## src/rtl/modexp_wb.sv

```systemverilog
// Wishbone-slave modular exponentiation engine: RESULT = BASE^EXP mod MOD using
// right-to-left square-and-multiply over an interleaved, bit-serial modular multiplier.
module modexp_wb #(
   parameter int WIDTH = 128,
   parameter int DW    = 32,
   localparam int NW   = WIDTH / DW,
   localparam int AW   = 3 + $clog2(NW)
) (
   input  logic          clk,
   input  logic          rst_n,
   input  logic [AW-1:0] addr,
   input  logic [DW-1:0] data_in,
   output logic [DW-1:0] data_out,
   input  logic          we,
   input  logic          stb,
   input  logic          cyc,
   output logic          ack,
   output logic          irq
);
   localparam int IW = $clog2(NW);
   localparam int CW = $clog2(WIDTH);

   typedef enum logic [2:0] {IDLE, PRE, CHECK, MUL, SQR, FIN} state_t;

   state_t           state_q, state_d;
   logic [WIDTH-1:0] base_q, base_d, exp_q, exp_d, mod_q, mod_d, result_q, result_d;
   logic [WIDTH-1:0] b_q, b_d, e_q, e_d, r_q, r_d, ma_q, ma_d, mb_q, mb_d;
   logic [WIDTH+1:0] acc_q, acc_d;
   logic [CW-1:0]    cnt_q, cnt_d;
   logic             prime_q, prime_d, done_q, done_d, err_q, err_d;
   logic             irqEn_q, irqEn_d, ack_q, ack_d;
   logic [DW-1:0]    dout_q, dout_d, rdata;
   logic [2:0]       sel;
   logic [IW-1:0]    idx;
   logic             accept, wr, ctrlWr, busy, lastStep, stepping;
   logic [WIDTH+1:0] modX, sum, red1, red2;

   assign sel      = addr[AW-1:AW-3];
   assign idx      = addr[IW-1:0];
   assign accept   = stb & cyc & ~ack_q;
   assign wr       = accept & we;
   assign ctrlWr   = wr && (sel == 3'd3) && (idx == '0);
   assign busy     = (state_q != IDLE);
   assign ack      = ack_q;
   assign data_out = dout_q;
   assign irq      = done_q & irqEn_q;

   // One multiplier bit per cycle, MSB first; acc stays below MOD after two subtractions.
   assign modX     = {2'b00, mod_q};
   assign sum      = (acc_q << 1) + (ma_q[WIDTH-1] ? {2'b00, mb_q} : '0);
   assign red1     = (sum >= modX) ? sum - modX : sum;
   assign red2     = (red1 >= modX) ? red1 - modX : red1;
   assign lastStep = (cnt_q == CW'(WIDTH - 1));
   assign stepping = ((state_q == PRE) && !prime_q) || (state_q == MUL) || (state_q == SQR);

   always_comb begin
      rdata = '0;
      case (sel)
         3'd0: rdata = base_q[idx*DW +: DW];
         3'd1: rdata = exp_q[idx*DW +: DW];
         3'd2: rdata = mod_q[idx*DW +: DW];
         3'd3: if (idx == '0) rdata = DW'({irqEn_q, 2'b00});
         3'd4: rdata = result_q[idx*DW +: DW];
         3'd5: if (idx == '0) rdata = DW'({err_q, busy, done_q});
         default: rdata = '0;
      endcase
   end

   always_comb begin
      state_d  = state_q;
      base_d   = base_q;
      exp_d    = exp_q;
      mod_d    = mod_q;
      result_d = result_q;
      b_d      = b_q;
      e_d      = e_q;
      r_d      = r_q;
      ma_d     = ma_q;
      mb_d     = mb_q;
      acc_d    = acc_q;
      cnt_d    = cnt_q;
      prime_d  = prime_q;
      done_d   = done_q;
      err_d    = err_q;
      irqEn_d  = irqEn_q;
      ack_d    = accept;
      dout_d   = accept ? rdata : '0;

      if (wr) begin
         case (sel)
            3'd0: if (!busy) base_d[idx*DW +: DW] = data_in;
            3'd1: if (!busy) exp_d[idx*DW +: DW] = data_in;
            3'd2: if (!busy) mod_d[idx*DW +: DW] = data_in;
            3'd3: if (idx == '0) irqEn_d = data_in[2];
            3'd5: if ((idx == '0) && data_in[0]) done_d = 1'b0;
            default: ;
         endcase
      end

      if (stepping) begin
         acc_d = red2;
         ma_d  = ma_q << 1;
         cnt_d = cnt_q + CW'(1);
      end

      case (state_q)
         IDLE: begin
            if (ctrlWr && data_in[0] && !data_in[1]) begin
               state_d = PRE;
               done_d  = 1'b0;
               err_d   = 1'b0;
               b_d     = base_q;
               e_d     = exp_q;
               r_d     = WIDTH'(1);
               prime_d = 1'b1;
            end
         end
         PRE: begin
            // The first PRE cycle screens out MOD==0 and loads the b*1 reduction.
            if (prime_q) begin
               if (mod_q == '0) begin
                  state_d = FIN;
               end else begin
                  prime_d = 1'b0;
                  ma_d    = b_q;
                  mb_d    = WIDTH'(1);
                  acc_d   = '0;
                  cnt_d   = '0;
               end
            end else if (lastStep) begin
               b_d     = red2[WIDTH-1:0];
               state_d = CHECK;
            end
         end
         CHECK: begin
            acc_d = '0;
            cnt_d = '0;
            if (e_q == '0) begin
               state_d = FIN;
            end else if (e_q[0]) begin
               state_d = MUL;
               ma_d    = r_q;
               mb_d    = b_q;
            end else begin
               state_d = SQR;
               ma_d    = b_q;
               mb_d    = b_q;
            end
         end
         MUL: begin
            if (lastStep) begin
               r_d     = red2[WIDTH-1:0];
               state_d = SQR;
               ma_d    = b_q;
               mb_d    = b_q;
               acc_d   = '0;
               cnt_d   = '0;
            end
         end
         SQR: begin
            if (lastStep) begin
               b_d     = red2[WIDTH-1:0];
               e_d     = e_q >> 1;
               state_d = CHECK;
            end
         end
         FIN: begin
            state_d = IDLE;
            done_d  = 1'b1;
            if (mod_q == '0) err_d = 1'b1;
            else result_d = (mod_q == WIDTH'(1)) ? '0 : r_q;
         end
         default: state_d = IDLE;
      endcase

      if (ctrlWr && data_in[1] && busy) begin
         state_d = IDLE;
         done_d  = 1'b0;
         err_d   = 1'b1;
      end
   end

   always_ff @(posedge clk or negedge rst_n) begin
      if (!rst_n) begin
         state_q  <= IDLE;
         base_q   <= '0;
         exp_q    <= '0;
         mod_q    <= '0;
         result_q <= '0;
         b_q      <= '0;
         e_q      <= '0;
         r_q      <= '0;
         ma_q     <= '0;
         mb_q     <= '0;
         acc_q    <= '0;
         cnt_q    <= '0;
         prime_q  <= 1'b0;
         done_q   <= 1'b0;
         err_q    <= 1'b0;
         irqEn_q  <= 1'b0;
         ack_q    <= 1'b0;
         dout_q   <= '0;
      end else begin
         state_q  <= state_d;
         base_q   <= base_d;
         exp_q    <= exp_d;
         mod_q    <= mod_d;
         result_q <= result_d;
         b_q      <= b_d;
         e_q      <= e_d;
         r_q      <= r_d;
         ma_q     <= ma_d;
         mb_q     <= mb_d;
         acc_q    <= acc_d;
         cnt_q    <= cnt_d;
         prime_q  <= prime_d;
         done_q   <= done_d;
         err_q    <= err_d;
         irqEn_q  <= irqEn_d;
         ack_q    <= ack_d;
         dout_q   <= dout_d;
      end
   end
endmodule

```

## config.mk

```make
export PLATFORM = sky130hd
export DESIGN_NAME = modexp_wb
export DESIGN_NICKNAME = d
export VERILOG_FILES = /design/src/rtl/modexp_wb.sv
export SDC_FILE = /design/constraint.sdc
export NUM_CORES = 2
export LEC_CHECK = 0
export ABC_CLOCK_PERIOD_IN_PS = 29600
export BUFFER_PORTS_ARGS = -buffer_cell sky130_fd_sc_hd__buf_2
export CAP_MARGIN = 20
export CORE_AREA = 2 2 525 527
export CTS_BUF_LIST = sky130_fd_sc_hd__clkbuf_4 sky130_fd_sc_hd__clkbuf_8
export DETAILED_ROUTE_END_ITERATION = 7
export DIE_AREA = 0 0 527 529
export GPL_TIMING_DRIVEN = 0
export PLACE_DENSITY = 0.52
export SETUP_SLACK_MARGIN = 0.15
export SYNTH_ARGS = -nofsm -noshare
export SYNTH_HDL_FRONTEND = slang
export SYNTH_SLANG_ARGS = --single-unit
```

## constraint.sdc

```tcl
create_clock -name clk -period 29.6 [get_ports clk]
set_input_delay 5.92 -clock clk [delete_from_list [all_inputs] [get_ports clk]]
set_output_delay 5.92 -clock clk [all_outputs]
set_load 0.1 [all_outputs]
```

==> metrics list <==
* Tightest Hold Check Type: flip-flop to flip-flop
- Adding up every negative setup slack in the final design gives 0 ns.
* Outcome: finished, violations left
- Post-synthesis net count: 11100
- Number of sinks on the clock net: 1328
- CP Capture Type: flip-flop
- Counting flops and latches in the post-synthesis netlist gives 1328.
* Max Clock Skew: 0.0767 ns
- Measured along the y axis, the die boundary spans 529 µm.
- EDFF count, synth: 0
- Setup CP Type: flip-flop to flip-flop
- Area of the multi-input gates: 0.0500 mm²
- Of the post-synthesis cell area, the part taken by muxes is 0.0452.
* Total global routing track utilization: 0.379
- Die area: 0.279 mm²
- Maximum fanout count along the critical path: 10
- The first TritonRoute pass finished after 8 iterations.
- Cell seen most often among critical-path stages: sky130_fd_sc_hd__o21ai_0
- The final hold violation count was 0.
- Num ports: 76
- The Yosys step of the flow raised 0 warnings.
- The detailed router finished its first iteration with 11800 violations.
- Synth cell types: 104
* Endpoint of the worst hold-timing path: mb_q[62]
* Area growth from synthesis to final layout: 12.4%
- First-pass GRT wire length: 728000 µm
* Nets: 11500
* Layout fillers: 28800
- Number of DRC violations after detailed routing: 17
* Path depth of the worst reg2reg path: 49
- Highest clock frequency the design can meet: 54.8 MHz
- In the synthesized netlist the dominant register cell turns out to be sky130_fd_sc_hd__dfrtp_1.
- Summed over all nets, the half-perimeter wirelength after detailed placement is 458000 µm.
- Leftover overflow at the end of global routing: 0
- TritonCTS created 218 clock buffers.
* Deepest level of the CTS H-tree: 4
- In the routed layout, each cell is associated on average with a via count of 6.11.
- Hold depth: 2
- Of the total synthesized cell area, the portion taken by XOR and XNOR cells is 0.0378.
* Share of post-route cells with drive strength above 1: 0.0701
- Summing every instance area after synthesis gives 0.0872 mm².
- At the worst endpoint, the required time is 30.51 ns.
* FFs w/ async S/R, synth: 1.00
- Max-cap violations in this run came to 0.
- Buffers placed on the I/O ports in this run total 72.
- Resized cells post-CTS: 0
- The floorplan has 192 rows.
- Synthesis produced a netlist whose cell count is 10600.
- Standard cell with the maximum stage delay on the critical path: sky130_fd_sc_hd__o311ai_0
- Maximum count of clock buffers along a single path: 4
- After layout, the minimum clock period comes to 18.24 ns.
* Max Transition Viols Final: 0
* Worst skew pair latency: 1.01 ns
- Across all register-to-register paths, the minimum setup slack is 11.36 ns.
- Largest net degree at the start of global routing: 156
- Failing checks: design-rule violations
- Headroom to the max-slew limit came out at 0.0904.
* Final period util: 0.616
* Root buffer cell: sky130_fd_sc_hd__clkbuf_8
- Origin of the critical flop-to-flop path: ma_q[127]
* Adder and majority gate portion of the synthesized area: 0.0564
* Hold buffer count at cts: 0
- After detailed routing, the average wire length per cell comes to 36.7 µm.
* Wire length reported by the detailed router: 544000 µm
* Total core area: 0.273 mm²
* Main combinational cell family by area after synthesis: compound AO/OA/AOI/OAI gates
- TritonCTS clock tree: done
* Terminus of the critical flop-to-flop path: r_q[117]
- After synthesis, the mean cell area works out to 8.19 µm².
* Clock slew at the register clock pins of the worst setup and hold paths: 0.07 ns
- STA classifies the critical path startpoint as a flip-flop.
- The number of global-route vias before repair is 85900.
- Hold Path Origin: mb_q[62]
- The largest single stage delay on the critical path is 0.91 ns.
- Critical Path AT: 19.15 ns
- Of the synthesized area, sequential elements account for 0.381.
- Routability Congestion: 1.07
- The detail route stage leaves a number of antenna-violating nets equal to 0.
- Number of antenna violations at the first check in global routing: 67
* Routed vias: 90500
- DIE WIDTH: 527 µm
- Sequential cell area in the final layout: 0.0332 mm²
- For this configuration, the core starts out at a cell density of 0.320.
- Simple-gate share of the synthesized area: 0.184
- Once the clock tree was built, the setup fixing pass inserted 0 buffers.
* Worst-margin pin slew: 1.33 ns
- Setup violations remaining at the end of the flow were counted as 0.
- Synth Area in Compound Gates: 0.249
* Unrepaired setup endpoints after global routing: no
-- stage by stage --
stage                util  cells  area, µm²  hold WS, ns  worst slack, ns
detailed placement  0.341  14400      93100        0.449            11.70
floorplan               -  10600      87200        0.430            19.70
CTS                 0.358  14800      97700        0.464            11.64
finish              0.359  14800      98000        0.460            11.36
global placement    0.337  14300      92000        0.450            -8.00
global route        0.359  14800      97900        0.482            11.35
-- how the worst max path moves through the flow --
stage / from / endpoint / depth (start not counted) / slack [ns]
floorplan: ma_q[127] / b_q[21] / 50 / 19.70
global placement: rst_n / acc_q[22] / 1 / -8.00
detailed placement: ma_q[127] / r_q[117] / 49 / 11.70
CTS: ma_q[127] / r_q[117] / 49 / 11.64
global route: ma_q[127] / r_q[117] / 48 / 11.35
finish: ma_q[127] / r_q[117] / 49 / 11.36
-- cell usage in the layout, fill, tap and decap left out, types with 200 or more instances in the layout --
master and instances:
sky130_fd_sc_hd__nand2_1 1851, sky130_fd_sc_hd__dfrtp_1 1328, sky130_fd_sc_hd__a21oi_1 1117, sky130_fd_sc_hd__o21ai_0 1090, sky130_fd_sc_hd__clkbuf_1 682, sky130_fd_sc_hd__nor2_1 671
sky130_fd_sc_hd__ha_1 388, sky130_fd_sc_hd__nand3_1 320, sky130_fd_sc_hd__inv_1 278, sky130_fd_sc_hd__clkbuf_8 274, sky130_fd_sc_hd__a21o_1 246, sky130_fd_sc_hd__mux2i_1 238
sky130_fd_sc_hd__xnor2_1 227, sky130_fd_sc_hd__nand4_1 200
-- flip-flops by register name, summed over array words and instances (netlist names), 32 cells and up --
register  cells
b_q         128
base_q      128
r_q         128
data_out     32
e_q         128
mod_q       128
mb_q        128
result_q    128
acc_q       129
exp_q       128
ma_q        128
-- cell type report --
cell class	count	share of cell area
Multi-Input combinational cell	8274	0.510
Sequential cell	1328	0.339
Tap cell	3589	0.0458
Clock buffer	344	0.0438
Buffer	765	0.0306
Timing Repair Buffer	159	0.0159
Inverter	279	0.0107
Clock inverter	40	0.00319
Antenna cell	33	0.000843
-- critical path: cells and delay by family, from the launching register on --
kind,cells,cell delay (ns)
DFF,1,0.52
and+or+nand+nor,10,3.20
AOI/OAI and AO/OA,25,9.06
xor gates and xnor gates,2,1.16
adders and majority gates,4,1.21
buffers and inverters,8,2.92
-- cells in the mapped netlist, types with 29 or more instances --
library cell               instances  area [µm²]
sky130_fd_sc_hd__buf_2            29         145
sky130_fd_sc_hd__xnor2_1         227        1990
sky130_fd_sc_hd__and3_1           41         257
sky130_fd_sc_hd__clkbuf_1        683        2560
sky130_fd_sc_hd__nand3_1         320        1600
sky130_fd_sc_hd__nor4_1           94         588
sky130_fd_sc_hd__nand2b_1         43         269
sky130_fd_sc_hd__a21oi_1        1117        5590
sky130_fd_sc_hd__a31oi_1          53         332
sky130_fd_sc_hd__o21ai_0        1091        5460
sky130_fd_sc_hd__inv_1           278        1040
sky130_fd_sc_hd__nor2_1          672        2520
sky130_fd_sc_hd__ha_1            388        4850
sky130_fd_sc_hd__nor3_1           85         425
sky130_fd_sc_hd__nor2b_1          98         613
sky130_fd_sc_hd__and2_1          148         926
sky130_fd_sc_hd__xor2_1          147        1290
sky130_fd_sc_hd__buf_1            37         139
sky130_fd_sc_hd__a222oi_1         35         350
sky130_fd_sc_hd__o21a_1          110         826
sky130_fd_sc_hd__a221oi_1         65         569
sky130_fd_sc_hd__nand2_1        1851        6950
sky130_fd_sc_hd__mux2i_1         242        2420
sky130_fd_sc_hd__a211oi_1         99         743
sky130_fd_sc_hd__a32o_1           98         981
sky130_fd_sc_hd__o31ai_1          29         218
sky130_fd_sc_hd__o21bai_1        111         833
sky130_fd_sc_hd__a21o_1          246        1850
sky130_fd_sc_hd__o211ai_1         31         233
sky130_fd_sc_hd__dfrtp_1        1328       33200
sky130_fd_sc_hd__nand4_1         200        1250
sky130_fd_sc_hd__a221o_1         133        1330
sky130_fd_sc_hd__mux2_2          105        1180
sky130_fd_sc_hd__a22oi_1          99         743
-- kinds of logic after synthesis --
family          after synthesis
xor+xnor                    375
simple gates               3637
compound gates             3508
buf+inv                    1044
fa+ha+maj                   391
flops                      1328
mux                         363
-- per-layer routing --
metal	global-route usage	part of all wire	up-vias
met5	0	0.00019	-
met4	0.242	0.076	12
met3	0.0927	0.093	1216
met2	0.558	0.42	4977
met1	0.496	0.41	45300
li1	-	-	39000
Power is left out: the tool's default activity adds up to more than one toggle a clock period on the data nets, which glitch-free logic cannot reach.
